===== src/rtl/concat_pkg.sv =====
// rtl/concat_pkg.sv - shared mode and fill-state encodings for the stream packer
package concat_pkg;

  localparam logic MODE_PACK = 1'b0;
  localparam logic MODE_REPL = 1'b1;

  localparam logic [0:0] ST_EMPTY   = 1'b0;
  localparam logic [0:0] ST_FILLING = 1'b1;

endpackage


===== src/rtl/concat_stream_packer.sv =====
// rtl/concat_stream_packer.sv - packs or replicates IN_W-bit stream words into OUT_W-bit words
module concat_stream_packer
  import concat_pkg::*;
#(
  parameter int   IN_W    = 4,
  parameter int   RATIO   = 4,
  parameter logic PAD_BIT = 1'b0,
  localparam int  OUT_W   = IN_W * RATIO,
  localparam int  CNT_W   = $clog2(RATIO + 1)
) (
  input  logic             clk,
  input  logic             rst,
  input  logic             mode,
  input  logic [IN_W-1:0]  in_data,
  input  logic             in_valid,
  input  logic             in_last,
  output logic             in_ready,
  output logic [OUT_W-1:0] out_data,
  output logic [CNT_W-1:0] out_count,
  output logic             out_valid,
  input  logic             out_ready
);

  if (RATIO < 2) begin : g_bad_ratio
    $error("concat_stream_packer: RATIO must be at least 2");
  end
  if (IN_W < 1) begin : g_bad_width
    $error("concat_stream_packer: IN_W must be at least 1");
  end

  logic [0:0]       state;
  logic             mode_q;
  logic [CNT_W-1:0] count;
  logic [OUT_W-1:0] acc;
  logic [OUT_W-1:0] acc_next;
  logic             accept;
  logic             eff_mode;
  logic             is_repl;
  logic             is_last_slot;
  logic             complete;

  // Ready depends only on registered output state, never on in_*.
  assign in_ready     = !out_valid | out_ready;
  assign accept       = in_valid & in_ready;
  assign eff_mode     = (state == ST_EMPTY) ? mode : mode_q;
  assign is_repl      = (eff_mode == MODE_REPL);
  assign is_last_slot = (count == CNT_W'(RATIO - 1));
  assign complete     = accept & !is_repl & (in_last | is_last_slot);

  // Slot 0 sits in the MSBs; each slot loads only when the fill count points at it.
  for (genvar i = 0; i < RATIO; i++) begin : g_slot
    assign acc_next[OUT_W-1-i*IN_W -: IN_W] =
      (accept && !is_repl && (count == CNT_W'(i))) ? in_data
                                                   : acc[OUT_W-1-i*IN_W -: IN_W];
  end

  always_ff @(posedge clk or posedge rst) begin
    if (rst) begin
      state     <= ST_EMPTY;
      mode_q    <= MODE_PACK;
      count     <= '0;
      acc       <= {OUT_W{PAD_BIT}};
      out_valid <= 1'b0;
      out_data  <= '0;
      out_count <= '0;
    end else begin
      if (out_valid && out_ready) begin
        out_valid <= 1'b0;
      end
      if (accept) begin
        if (state == ST_EMPTY) begin
          mode_q <= mode;
        end
        if (is_repl) begin
          out_data  <= {RATIO{in_data}};
          out_count <= CNT_W'(RATIO);
          out_valid <= 1'b1;
        end else if (complete) begin
          out_data  <= acc_next;
          out_count <= count + 1'b1;
          out_valid <= 1'b1;
          acc       <= {OUT_W{PAD_BIT}};
          count     <= '0;
          state     <= ST_EMPTY;
        end else begin
          acc   <= acc_next;
          count <= count + 1'b1;
          state <= ST_FILLING;
        end
      end
    end
  end

endmodule


===== config.mk =====
export PLATFORM = sky130hd
export DESIGN_NAME = concat_stream_packer
export DESIGN_NICKNAME = d
export VERILOG_FILES = /design/src/rtl/concat_pkg.sv /design/src/rtl/concat_stream_packer.sv
export SDC_FILE = /design/constraint.sdc
export NUM_CORES = 1
export LEC_CHECK = 0
export CELL_PAD_IN_SITES_DETAIL_PLACEMENT = 0
export CELL_PAD_IN_SITES_GLOBAL_PLACEMENT = 1
export CORE_MARGIN = 2
export CORE_UTILIZATION = 40
export DETAILED_ROUTE_END_ITERATION = 10
export DONT_BUFFER_PORTS = 1
export PLACE_DENSITY = 0.73
export REMOVE_ABC_BUFFERS = 1
export SYNTH_ARGS = -nofsm -noshare
export SYNTH_HDL_FRONTEND = slang
export SYNTH_SLANG_ARGS = --single-unit

===== constraint.sdc =====
create_clock -name clk -period 1.88 [get_ports clk]
set_input_delay 0.282 -clock clk [delete_from_list [all_inputs] [get_ports clk]]
set_output_delay 0.282 -clock clk [all_outputs]
set_load 0.01 [all_outputs]

Yosys cells after proc, flatten, opt, wreduce, memory -nomap -nowiden
Index checks and enable logic that the tools add are counted.
W data, S select, Z words.
Cells by class
  equal/unequal tests: 3
  add/subtract/negate cells: 1
  div/mod/pow operators: 0
  order comparisons: 0
  multiplexer cells: 16
  shift operators: 0
  reductions and logical operators: 12
  bitwise operators: 6
  multiply operators: 0
Operators with widths (number)
  $mux W16: 3
  $mux W4: 4
  $mux W3: 3
  $eq A3 B2 Y1 const B: 2
  $logic_and A1 B1 Y1: 6
  $mux W1: 6
  $reduce_and A2 Y1: 2
  $add A3 B1 Y3 const B: 1
  $and A1 B1 Y1: 3
  $eq A3 B1 Y1 const B: 1
  $logic_not A3 Y1: 1
  $logic_not A1 Y1: 2
  $or A1 B1 Y1: 2
  $reduce_bool A2 Y1: 1
  $not A1 Y1: 1
Storage, ports and cells
  bits in latches: 0
  memories kept: 0
  output and inout bits: 21
  bits in writable memories: 0
  register bits: 41
  word-level logic and storage cells: 45
  ROM bits: 0
  bits of input ports: 10

Logic depth before layout (Yosys ltp)
  depth after elaboration: 8
  mapped depth: 7
  gate-level depth less buffers: 6

Worst setup path after synthesis
OpenSTA, ideal clock, no wires.
  kind: register to register
  start point: register count[0]
  end point: register out_data[12]
  buffers on the path: 1
  library setup time: 72 ps
  stages on the path, launching flop included: 8
  required time: 1808 ps
  clock period less this slack: 1753 ps
  setup slack: 127 ps
  data arrival time: 1681 ps
  path through: dfrtp_1 ha_1 ha_1 or2_2 buf_2 a21oi_1 o32ai_1 nor2_1
On the way
  longest elaborated chain between the ends: 5
  elaborated cells on any way between the ends: 10
  classes of those cells: eq/ne (1); mux (3); bitwise (2); reduce/logical (4)
RTL lines
  from (decl): line concat_stream_packer.sv:33  | logic [CNT_W-1:0] count;
  from (signal assigned): line concat_stream_packer.sv:87  | count <= count + 1'b1;
  $eq A3 B2 Y1 / $logic_not A3 Y1 (equally long branches): line concat_stream_packer.sv:47, concat_stream_packer.sv:53
  $or A1 B1 Y1 / $logic_and A1 B1 Y1 (equally long branches): line concat_stream_packer.sv:48, concat_stream_packer.sv:53
  $and A1 B1 Y1 / $mux W4 (equally long branches): line concat_stream_packer.sv:48, concat_stream_packer.sv:53
  $reduce_bool A2 Y1 (no line) / $mux W16 (equally long branches)
  $reduce_and A2 Y1 (no line) / $mux W16 (equally long branches)
  to (signal assigned): line concat_stream_packer.sv:75  | out_data <= {RATIO{in_data}};
  to (signal assigned): line concat_stream_packer.sv:79  | out_data <= acc_next;
  to (decl): line concat_stream_packer.sv:18  | output logic [OUT_W-1:0] out_data,
Parallel ways exist; a longest one is shown, timed or not. The select of a mux whose other input is x is not followed.
A chain may end at the register's enable or synchronous reset.

Worst setup path after layout
  start point: register state
  end point: register acc[7]
On the way
  longest elaborated chain between the ends: 6
  elaborated cells on any way between the ends: 10
  classes of those cells: mux (3); bitwise (3); reduce/logical (4)
RTL lines
  from (decl): line concat_stream_packer.sv:31  | logic [0:0] state;
  from (signal assigned): line concat_stream_packer.sv:59  | state <= ST_EMPTY;
  from (signal assigned): line concat_stream_packer.sv:84  | state <= ST_EMPTY;
  from (signal assigned): line concat_stream_packer.sv:88  | state <= ST_FILLING;
  $mux W1 (*)
  $logic_not A1 Y1: line concat_stream_packer.sv:48, concat_stream_packer.sv:53
  $logic_and A1 B1 Y1 (2 in a row): line concat_stream_packer.sv:53  | (accept && !is_repl && (count == CNT_W'(i))) ? in_data
  $mux W4: line concat_stream_packer.sv:53
  $mux W16: line concat_stream_packer.sv:78  | end else if (complete) begin
  to (signal assigned): line concat_stream_packer.sv:62  | acc <= {OUT_W{PAD_BIT}};
  to (signal assigned): line concat_stream_packer.sv:82  | acc <= {OUT_W{PAD_BIT}};
  to (signal assigned): line concat_stream_packer.sv:86  | acc <= acc_next;
  to (decl): line concat_stream_packer.sv:34  | logic [OUT_W-1:0] acc;
Every way passes the cells marked *; elsewhere a longest branch is shown, timed or not.

==> out/metrics.yaml <==
final_layout:
  area_growth_pct: 16.57
  antennaDiodeCount: 0
  drive_gt1_share_pct: 20.88
  postLayoutCellArea_um2: 2175
  nets: 196
  fin_util_pct: 49.26
  stdcell_count: 234
  fill_cells: 398
  ff_latch_area_um2: 1026
  multiInputGateArea_um2: 803.3
die:
  dieArea_um2: 5226
  die_h_um: 72.29
  start_util_pct: 42.26
  core.rowCount: 24
  coreArea_um2: 4414
  io_pins: 31
  dieWidth_um: 72.29
outcome:
  violations: "negative hold slack"
  status: "finished, violations left"
pwr:
  pwr-share-comb_pct: 31.9
  seqPwrFrac_pct: 43.9
  switching_power_mw: 1.309
  p_sw_share_pct: 36.70
  intPower_mw: 2.258
  cellLeakagePower_nw: 0.9334
  vdd_drop_max_uv: 743.1
  fin_total_pwr_mw: 3.567
  pwr-share-clk_pct: 24.2
  p_per_area_nw_per_um2: 1640
yosys:
  ys_top_cells_by_area: "dfrtp_1 (55%), a32o_1 (7.0%), o32ai_1 (5.6%), ha_1 (3.4%), nor3_1 (3.2%)"
  syn-cell-area_um2: 1866
  synth_cells: 164
  synth_seq_cells: 41
  synth.avg_cell_area_um2: 11.38
  synthTopCellsByCount: "dfrtp_1 (41), nor2_1 (15), a32o_1 (13)"
  synth_cell_types: 30
  synth_largest_area_cell: "dfrtp_1"
  yosysTopAreaCellShare_pct: 55.00
  synth.most_common_cell: "dfrtp_1"
  ys_seq_area_share_pct: 55.00
  synth_edf_count: 0
  synth_flop_cell: "dfrtp_1"
  async_reset_ff_share_pct: 100.0
  yosys_warnings: 0
critical_path:
  cp-end-kind: "flip-flop"
  start_kind: "flip-flop"
  r2r-end: "acc[7]"
  cp_max_fo: 9
  critPathLaunch: "state"
  path_class: "flip-flop to flip-flop"
  crit_chain: "mux2_2, nor3_4, o21ai_2, a32o_1"
  max_stage_delay_ns: 0.44
  r2r_slack_ns: 0.15
  worstReg2RegStart: "state"
  cp_slowest_cell: "mux2_2"
  path_depth: 4
  reg2regPathDepth: 4
  worstPathArrival_ns: 1.91
  cp_top_family: "multiplexers"
  crit_required_ns: 2.07
  cp_num_buf_inv: 0
  crit_end: "acc[7]"
detailed_routing:
  vias: 1451
  viasPerCell: 6.201
  routed_wl_um: 4597
  drc_errors: 0
  ant_nets: 0
  wl_per_cell_um: 19.65
  firstDrtPassIters: 4
  drtIter0Drc: 117
min_path:
  hold_class: "primary input to async pin"
global_routing:
  grt_pass1_vias: 1517
  antenna_found_initial: 0
  track_usage_pct: 19.44
  gr-total-overflow: 0
  grt_pass1_wl_um: 7610
  grt_max_degree: 42
cts:
  cts-root-buf: "clkbuf_8"
  htree_num_levels: 2
  cts_tree: "yes"
  hold_buffers: 0
  clk_pin_slew_ns: 0.09
  cts_made_buffers: 5
  clk_latency_ns: 0.31
  cts.sinks: 41
  clockBufferDepth: 2
timing:
  fin_crit_sh_pct: 91.79
  finalMaxSlewViolations: 0
  final.min_clock_period_ns: 1.726
  skew_ns: 0.01139
  worst_pin_slew_ns: 0.5221
  rsz0062_at_grt: "false"
  whs_ns: -0.01921
  relSlewSlack_pct: 65.19
  finalHoldViolations: 18
  finalSetupViolCount: 0
  clock.fmax_ghz: 0.5795
place:
  dp_cells: 222
  io_buffer_count: 0
  gp_congestion: 0.7960
  hpwl_um: 3151
  postPlaceCellArea_um2: 1979
run:
  max_cap_viol_count: 0
==> how the worst min path moves through the flow <==
stage          startpoint  slack, ns  depth (start not counted)          end
6_report              rst      -0.02                          2  out_data[2]
5_1_grt               rst       0.02                          2  out_data[2]
4_1_cts               rst      0.009                          2  out_data[2]
3_5_place_dp          rst       0.34                          2  out_data[2]
3_3_place_gp          rst       0.32                          2       acc[0]
2_1_floorplan    in_valid       0.43                          2       mode_q
==> cells by family (layout without fill, tap and decap cells) <==
| logic type | Yosys count | in the layout | synth area share, % |
|---|---|---|---|
| muxes | 6 | 6 | 3.487 |
| DFF | 41 | 41 | 55.00 |
| and+or+nand+nor | 54 | 55 | 15.16 |
| buffers and inverters | 13 | 30 | 3.822 |
| adders and majority gates | 5 | 5 | 3.353 |
| AOI/OAI and AO/OA | 45 | 45 | 19.18 |
==> cell type report <==
type / instances / share of cell area [%]
well taps: 52 / 2.992
inverters: 6 / 1.036
clock inverters: 3 / 3.165
multi-input cells: 111 / 36.94
flip-flops and latches: 41 / 47.18
clock buffers: 5 / 3.165
repair buffers: 16 / 5.524
==> per-stage QoR <==
stage | setup WS [ns] | setup TNS (ns)
6_report | 0.1543 | 0
5_1_grt | 0.01269 | 0
4_1_cts | 0.05200 | 0
3_5_place_dp | -0.1091 | -1.026
3_3_place_gp | -0.002836 | -0.002836
2_1_floorplan | -0.07483 | -0.3387
==> power by group through the flow <==
stage / Sequential (mW) / Combinational, mW / Clock (mW)
final: 1.57 / 1.14 / 0.862
after global routing: 1.61 / 1.27 / 0.917
after CTS: 1.57 / 1.10 / 0.876
after detailed placement: 1.59 / 1.07 / 0
after global placement: 1.57 / 1.01 / 0
after floorplan: 1.51 / 0.737 / 0
==> state kept, by name, indices dropped and copies added, names as in the netlist <==
| name | count |
|---|---|
| out_data | 16 |
| acc | 16 |
| count | 3 |
| out_valid | 1 |
| state | 1 |
| mode_q | 1 |
| out_count | 3 |
==> timing repair <==
item,4_1_cts,5_1_grt
gates resized for setup,4,2
setup buffers,0,3
pin swaps,1,3
setup endpoints to repair,18,19
cloned,0,1
==> layout by cell type, fill, tap and decap left out, types with 2 or more instances in the layout <==
cell type | netlist | routed
a21oi_2 | 0 | 2
clkbuf_8 | 0 | 5
and2_1 | 7 | 7
nand3_1 | 3 | 3
nor2b_1 | 3 | 3
a21oi_1 | 4 | 2
bufinv_16 | 0 | 2
dfrtp_1 | 41 | 41
o21ai_0 | 9 | 9
nand2_1 | 9 | 9
buf_4 | 1 | 16
nor3_1 | 12 | 12
a32o_1 | 13 | 13
nor2_1 | 15 | 15
ha_1 | 5 | 4
o32ai_1 | 12 | 12
o21ai_2 | 3 | 3
mux2i_1 | 4 | 4
inv_1 | 6 | 6
==> per-layer routing <==
metal  vias up  share of wire (%)  wire length, um  GRT usage, %
met1       741                 41             1894         24.57
met2        55                 50             2320         30.89
met5         -                  0                0             0
met3        12                5.7              260         5.417
met4         0                2.7              122         9.224
li1        643                  -                -             -
Power figures use the tool's default switching activity.
